$ cat config.mk
export PLATFORM = sky130hd
export DESIGN_NAME = deserializador_param
export DESIGN_NICKNAME = d
export VERILOG_FILES = /design/src/rtl/deser_pkg.sv /design/src/rtl/deser_word_fifo.sv /design/src/rtl/deserializador_param.sv
export SDC_FILE = /design/constraint.sdc
export NUM_CORES = 1
export LEC_CHECK = 0
export ABC_AREA = 1
export CORE_ASPECT_RATIO = 1.5
export CORE_MARGIN = 3
export CORE_UTILIZATION = 44
export DETAILED_ROUTE_END_ITERATION = 6
export GPL_TIMING_DRIVEN = 0
export PLACE_DENSITY = 0.75
export SLEW_MARGIN = 20
export SYNTH_ARGS = -nofsm -noshare
export SYNTH_HDL_FRONTEND = slang
export SYNTH_SLANG_ARGS = --single-unit
$ cat constraint.sdc
create_clock -name clock_100KHz -period 3 [get_ports clock_100KHz]
set_clock_uncertainty 0.2 [all_clocks]
set_input_delay 0.6 -clock clock_100KHz [delete_from_list [all_inputs] [get_ports clock_100KHz]]
set_output_delay 0.6 -clock clock_100KHz [all_outputs]
set_load 0.03 [all_outputs]
$ cat src/rtl/deser_pkg.sv
// rtl/deser_pkg.sv - shared state type, defaults and width helper for the deserializer
package deser_pkg;

    localparam int DEFAULT_WIDTH = 8;
    localparam int DEFAULT_DEPTH = 4;

    typedef enum logic {
        RECEIVING = 1'b0,
        BLOCKED   = 1'b1
    } deser_state_t;

    // Never returns 0, so counters and pointers stay at least one bit wide.
    function automatic int cnt_width(input int n);
        return (n > 1) ? $clog2(n) : 1;
    endfunction

endpackage

$ cat src/rtl/deser_word_fifo.sv
// rtl/deser_word_fifo.sv - DEPTH x WIDTH word queue with separate fill counter
module deser_word_fifo
    import deser_pkg::*;
#(
    parameter int WIDTH = DEFAULT_WIDTH,
    parameter int DEPTH = DEFAULT_DEPTH,
    localparam int FILL_W = $clog2(DEPTH + 1)
) (
    input  logic              clock_100KHz,
    input  logic              reset,
    input  logic              push,
    input  logic [WIDTH-1:0]  push_data,
    input  logic              pop,
    output logic [WIDTH-1:0]  head,
    output logic [FILL_W-1:0] fill,
    output logic              full,
    output logic              empty
);

    localparam int PTR_W = cnt_width(DEPTH);
    localparam logic [PTR_W-1:0]  PTR_LAST = PTR_W'(DEPTH - 1);
    localparam logic [FILL_W-1:0] FILL_MAX = FILL_W'(DEPTH);

    logic [WIDTH-1:0] mem [DEPTH];
    logic [PTR_W-1:0] wr_ptr;
    logic [PTR_W-1:0] rd_ptr;
    logic             do_push;
    logic             do_pop;

    assign full    = (fill == FILL_MAX);
    assign empty   = (fill == '0);
    assign do_push = push && !full;
    assign do_pop  = pop && !empty;
    assign head    = mem[rd_ptr];

    always_ff @(posedge clock_100KHz) begin
        if (do_push) begin
            mem[wr_ptr] <= push_data;
        end
    end

    // Explicit wrap keeps non-power-of-two DEPTH values safe too.
    always_ff @(posedge clock_100KHz or negedge reset) begin
        if (!reset) begin
            wr_ptr <= '0;
            rd_ptr <= '0;
            fill   <= '0;
        end else begin
            if (do_push) begin
                wr_ptr <= (wr_ptr == PTR_LAST) ? '0 : wr_ptr + PTR_W'(1);
            end
            if (do_pop) begin
                rd_ptr <= (rd_ptr == PTR_LAST) ? '0 : rd_ptr + PTR_W'(1);
            end
            if (do_push && !do_pop) begin
                fill <= fill + FILL_W'(1);
            end else if (do_pop && !do_push) begin
                fill <= fill - FILL_W'(1);
            end
        end
    end

endmodule

$ cat src/rtl/deserializador_param.sv
// rtl/deserializador_param.sv - serial-to-word deserializer with buffered output words
module deserializador_param
    import deser_pkg::*;
#(
    parameter int WIDTH     = DEFAULT_WIDTH,
    parameter int DEPTH     = DEFAULT_DEPTH,
    parameter bit MSB_FIRST = 1'b0,
    localparam int FILL_W   = $clog2(DEPTH + 1)
) (
    input  logic              clock_100KHz,
    input  logic              reset,
    input  logic              data_in,
    input  logic              write_in,
    output logic              data_ready,
    output logic [WIDTH-1:0]  data_out,
    input  logic              ack_in,
    output logic              status_out,
    output logic              overrun_out,
    output logic [FILL_W-1:0] fill_out
);

    localparam int CNT_W = cnt_width(WIDTH);
    localparam logic [CNT_W-1:0]  CNT_LAST      = CNT_W'(WIDTH - 1);
    localparam logic [FILL_W-1:0] FILL_PRE_FULL = FILL_W'(DEPTH - 1);

    deser_state_t     state;
    logic [CNT_W-1:0] bit_cnt;
    logic [WIDTH-1:0] shift_reg;
    logic [WIDTH-1:0] next_word;
    logic [WIDTH-1:0] head;
    logic             full;
    logic             empty;
    logic             accept;
    logic             push;
    logic             pop;

    assign accept     = write_in && status_out;
    assign push       = accept && (bit_cnt == CNT_LAST);
    assign pop        = ack_in && data_ready;
    assign data_ready = !empty;
    assign data_out   = empty ? '0 : head;
    assign status_out = !full;

    // next_word already contains the incoming bit, so the completing edge pushes it directly.
    always_comb begin
        next_word = shift_reg;
        if (MSB_FIRST) begin
            next_word = {shift_reg[WIDTH-2:0], data_in};
        end else begin
            next_word[bit_cnt] = data_in;
        end
    end

    always_ff @(posedge clock_100KHz or negedge reset) begin
        if (!reset) begin
            state       <= RECEIVING;
            bit_cnt     <= '0;
            shift_reg   <= '0;
            overrun_out <= 1'b0;
        end else begin
            if (accept) begin
                if (push) begin
                    bit_cnt   <= '0;
                    shift_reg <= '0;
                end else begin
                    bit_cnt   <= bit_cnt + CNT_W'(1);
                    shift_reg <= next_word;
                end
            end
            if (state == BLOCKED && write_in) begin
                overrun_out <= 1'b1;
            end
            case (state)
                RECEIVING: if (push && !pop && fill_out == FILL_PRE_FULL) state <= BLOCKED;
                BLOCKED:   if (pop) state <= RECEIVING;
                default:   state <= RECEIVING;
            endcase
        end
    end

    deser_word_fifo #(
        .WIDTH(WIDTH),
        .DEPTH(DEPTH)
    ) u_fifo (
        .clock_100KHz(clock_100KHz),
        .reset       (reset),
        .push        (push),
        .push_data   (next_word),
        .pop         (pop),
        .head        (head),
        .fill        (fill_out),
        .full        (full),
        .empty       (empty)
    );

endmodule

==> results.py <==
metrics = {
    "run_status": {
        "status": "finished clean",
    },
    "grt": {
        "grt_pass1_wl_um": 7330,
        "grt_pass1_vias": 1616,
        "gr-total-overflow": 0,
        "antenna_found_initial": 0,
        "grt_start_max_net_pins": 21,
        "track_usage": 0.155,
    },
    "pwr": {
        "peakVddDrop_uv": 587,
        "p_leak_nw": 1.14,
        "powerDensity_nw_per_um2": 1040,
        "total_power_mw": 2.85,
    },
    "layout": {
        "nFillCells": 453,
        "final_common_cell": "nand2_1",
        "largest_register_ffs": 32,
        "area_delta_synth_final_pct": 16.1,
        "drive_above_1_share": 0.111,
        "final_nets": 266,
        "fin_area_um2": 2750,
        "n_antenna_cell": 0,
        "fin_cells": 321,
        "final_cell_mix": "nand2_1 (40), nor2_1 (39), edfxtp_1 (32)",
        "register_area_um2": 1460,
        "multi_input_area_um2": 793,
    },
    "routing": {
        "avgViaCountPerCell": 4.85,
        "drt_iter0_drc": 73,
        "ant_nets": 0,
        "first_pass_iters": 4,
        "wl_per_cell_um": 13.6,
        "wl_um": 4370,
        "vias": 1558,
        "route.detailed.drc": 0,
    },
    "hold_path": {
        "hold_path_depth": 1,
        "hold_class": "register to register",
    },
    "logic_synthesis": {
        "yosysTopAreaCell": "edfxtp_1",
        "yosysWarnings": 0,
        "syn-num-nets": 241,
        "synthCells": 227,
        "ys_types": 24,
        "synth_area_leaders": "edfxtp_1 (41%), dfrtp_1 (21%), nand2_1 (6.3%)",
        "ys_seq_elements": 52,
        "ys_seq_area_frac": 0.618,
        "yosysTopAreaCellShare": 0.406,
        "netlist_area_um2": 2360,
        "synth.avg_cell_area_um2": 10.4,
    },
    "clock_network": {
        "clock_path_buffers": 2,
        "clock_tree.root_cell": "clkbuf_8",
        "clock_sinks": 52,
        "clk_pin_slew_ns": 0.09,
        "insertion_delay_ns": 0.30,
        "htreeDepth": 2,
        "cts_tree": "yes",
        "cts_buffers": 5,
    },
    "critical_path": {
        "r2r_setup_slack_ns": 0.42,
        "cp.required_ns": 2.20,
        "cp-start-kind": "register",
        "cp-end-kind": "output port",
        "worstPathArrival_ns": 2.10,
        "crit_fanout": 10,
        "cp-endpoint": "data_out[7]",
        "timing.rr.start": "bit_cnt[0]",
        "critPathLaunch": "u_fifo.rd_ptr[0]",
        "reg2reg_depth": 10,
        "r2r_end": "u_fifo.fill[2]",
        "critPathKind": "register to output port",
    },
    "floorplan": {
        "start_util": 0.458,
        "ios": 19,
        "row_count": 32,
        "placeableCoreArea_um2": 5160,
        "dieArea_um2": 6310,
        "die_x_um": 65.9,
        "die_h_um": 95.8,
    },
    "sta": {
        "timing.slew.headroom": 0.375,
        "setup_violations": 0,
        "tns_ns": 0,
        "max_freq_ghz": 0.345,
        "rsz0062_at_grt": "no",
        "drv_slew": 0,
        "timing.final.crit_share": 0.966,
        "period_minus_slack_ns": 2.90,
        "hold_slack_ns": 0.264,
        "tightest_slew_ns": 0.934,
        "timing.final.hold_violations": 0,
    },
    "place": {
        "placed_cells": 313,
        "routabilityCongestion": 0.739,
        "place_area_um2": 2630,
        "io_buffers": 18,
        "dp_hpwl_um": 3200,
    },
    "flow_run": {
        "drv_cap": 0,
    },
}
## how the worst min path moves through the flow
stage / startpoint / slack, ns / end
finish: overrun_out / 0.26 / overrun_out
global route: shift_reg[7] / 0.32 / shift_reg[7]
CTS: overrun_out / 0.27 / overrun_out
detailed placement: overrun_out / 0.25 / overrun_out
global placement: overrun_out / 0.25 / overrun_out
floorplan: reset / 0.10 / bit_cnt[0]
## final cells by class
class,count,area share
Multi-Input combinational cell,150,0.289
Sequential cell,52,0.532
Tap cell,68,0.0310
Buffer,4,0.0114
Inverter,21,0.0287
Clock buffer,6,0.0264
Clock inverter,2,0.0128
Timing Repair Buffer,18,0.0684
## cell usage after synthesis, drive strengths merged
cell type and count:
ha 8, dfrtp 20, xor2 1, a21oi 11
a21o 1, fa 1, xnor2 1, o21ai 32
edfxtp 32, nand2 43, nand4 1, buf 4
nand3 11, nor2 40, inv 21
## per-layer routing
metal	vias to the layer above	track usage	part of all wire
li1	805	-	-
met1	727	0.166	0.39
met2	20	0.288	0.57
met3	6	0.0304	0.024
met4	0	0.0709	0.015
met5	-	0	0
## cells by family (layout without fill, tap and decap cells)
kind of cell / after synthesis / after routing / synth area share
and+or+nand+nor: 95 / 95 / 0.183
DFF: 52 / 52 / 0.618
AOI/OAI and AO/OA: 44 / 44 / 0.0942
buffers and inverters: 25 / 51 / 0.0466
adders and majority gates: 9 / 9 / 0.0508
xor gates and xnor gates: 2 / 2 / 0.00741
## critical path, stage by stage (launching register included)
cell and delay [ns]:
dfrtp_1 0.39, buf_4 0.18, inv_2 0.12, buf_4 0.20
o21ai_1 0.09, a21oi_1 0.12, clkdlybuf4s50_1 0.69
## power breakdown
group          switching, mW  internal, mW
Sequential             0.112         0.948
Combinational          0.831         0.486
Clock                  0.223         0.248
Total                   1.17          1.68
## stage by stage
step / setup slack (ns) / util
global placement: 0.147 / 0.509
floorplan: 0.649 / -
detailed placement: 0.0949 / 0.509
finish: 0.101 / 0.531
global route: 0.00349 / 0.531
CTS: 0.0660 / 0.530
## timing repair
item | 4_1_cts | 5_1_grt
gates resized for setup | 0 | 3
setup buffers | 0 | 0
hold buffers | 0 | 0
endpoints found under the hold margin | 0 | 0
setup endpoints to repair | 0 | 3
No activity file was read; power rests on OpenSTA's default activity.
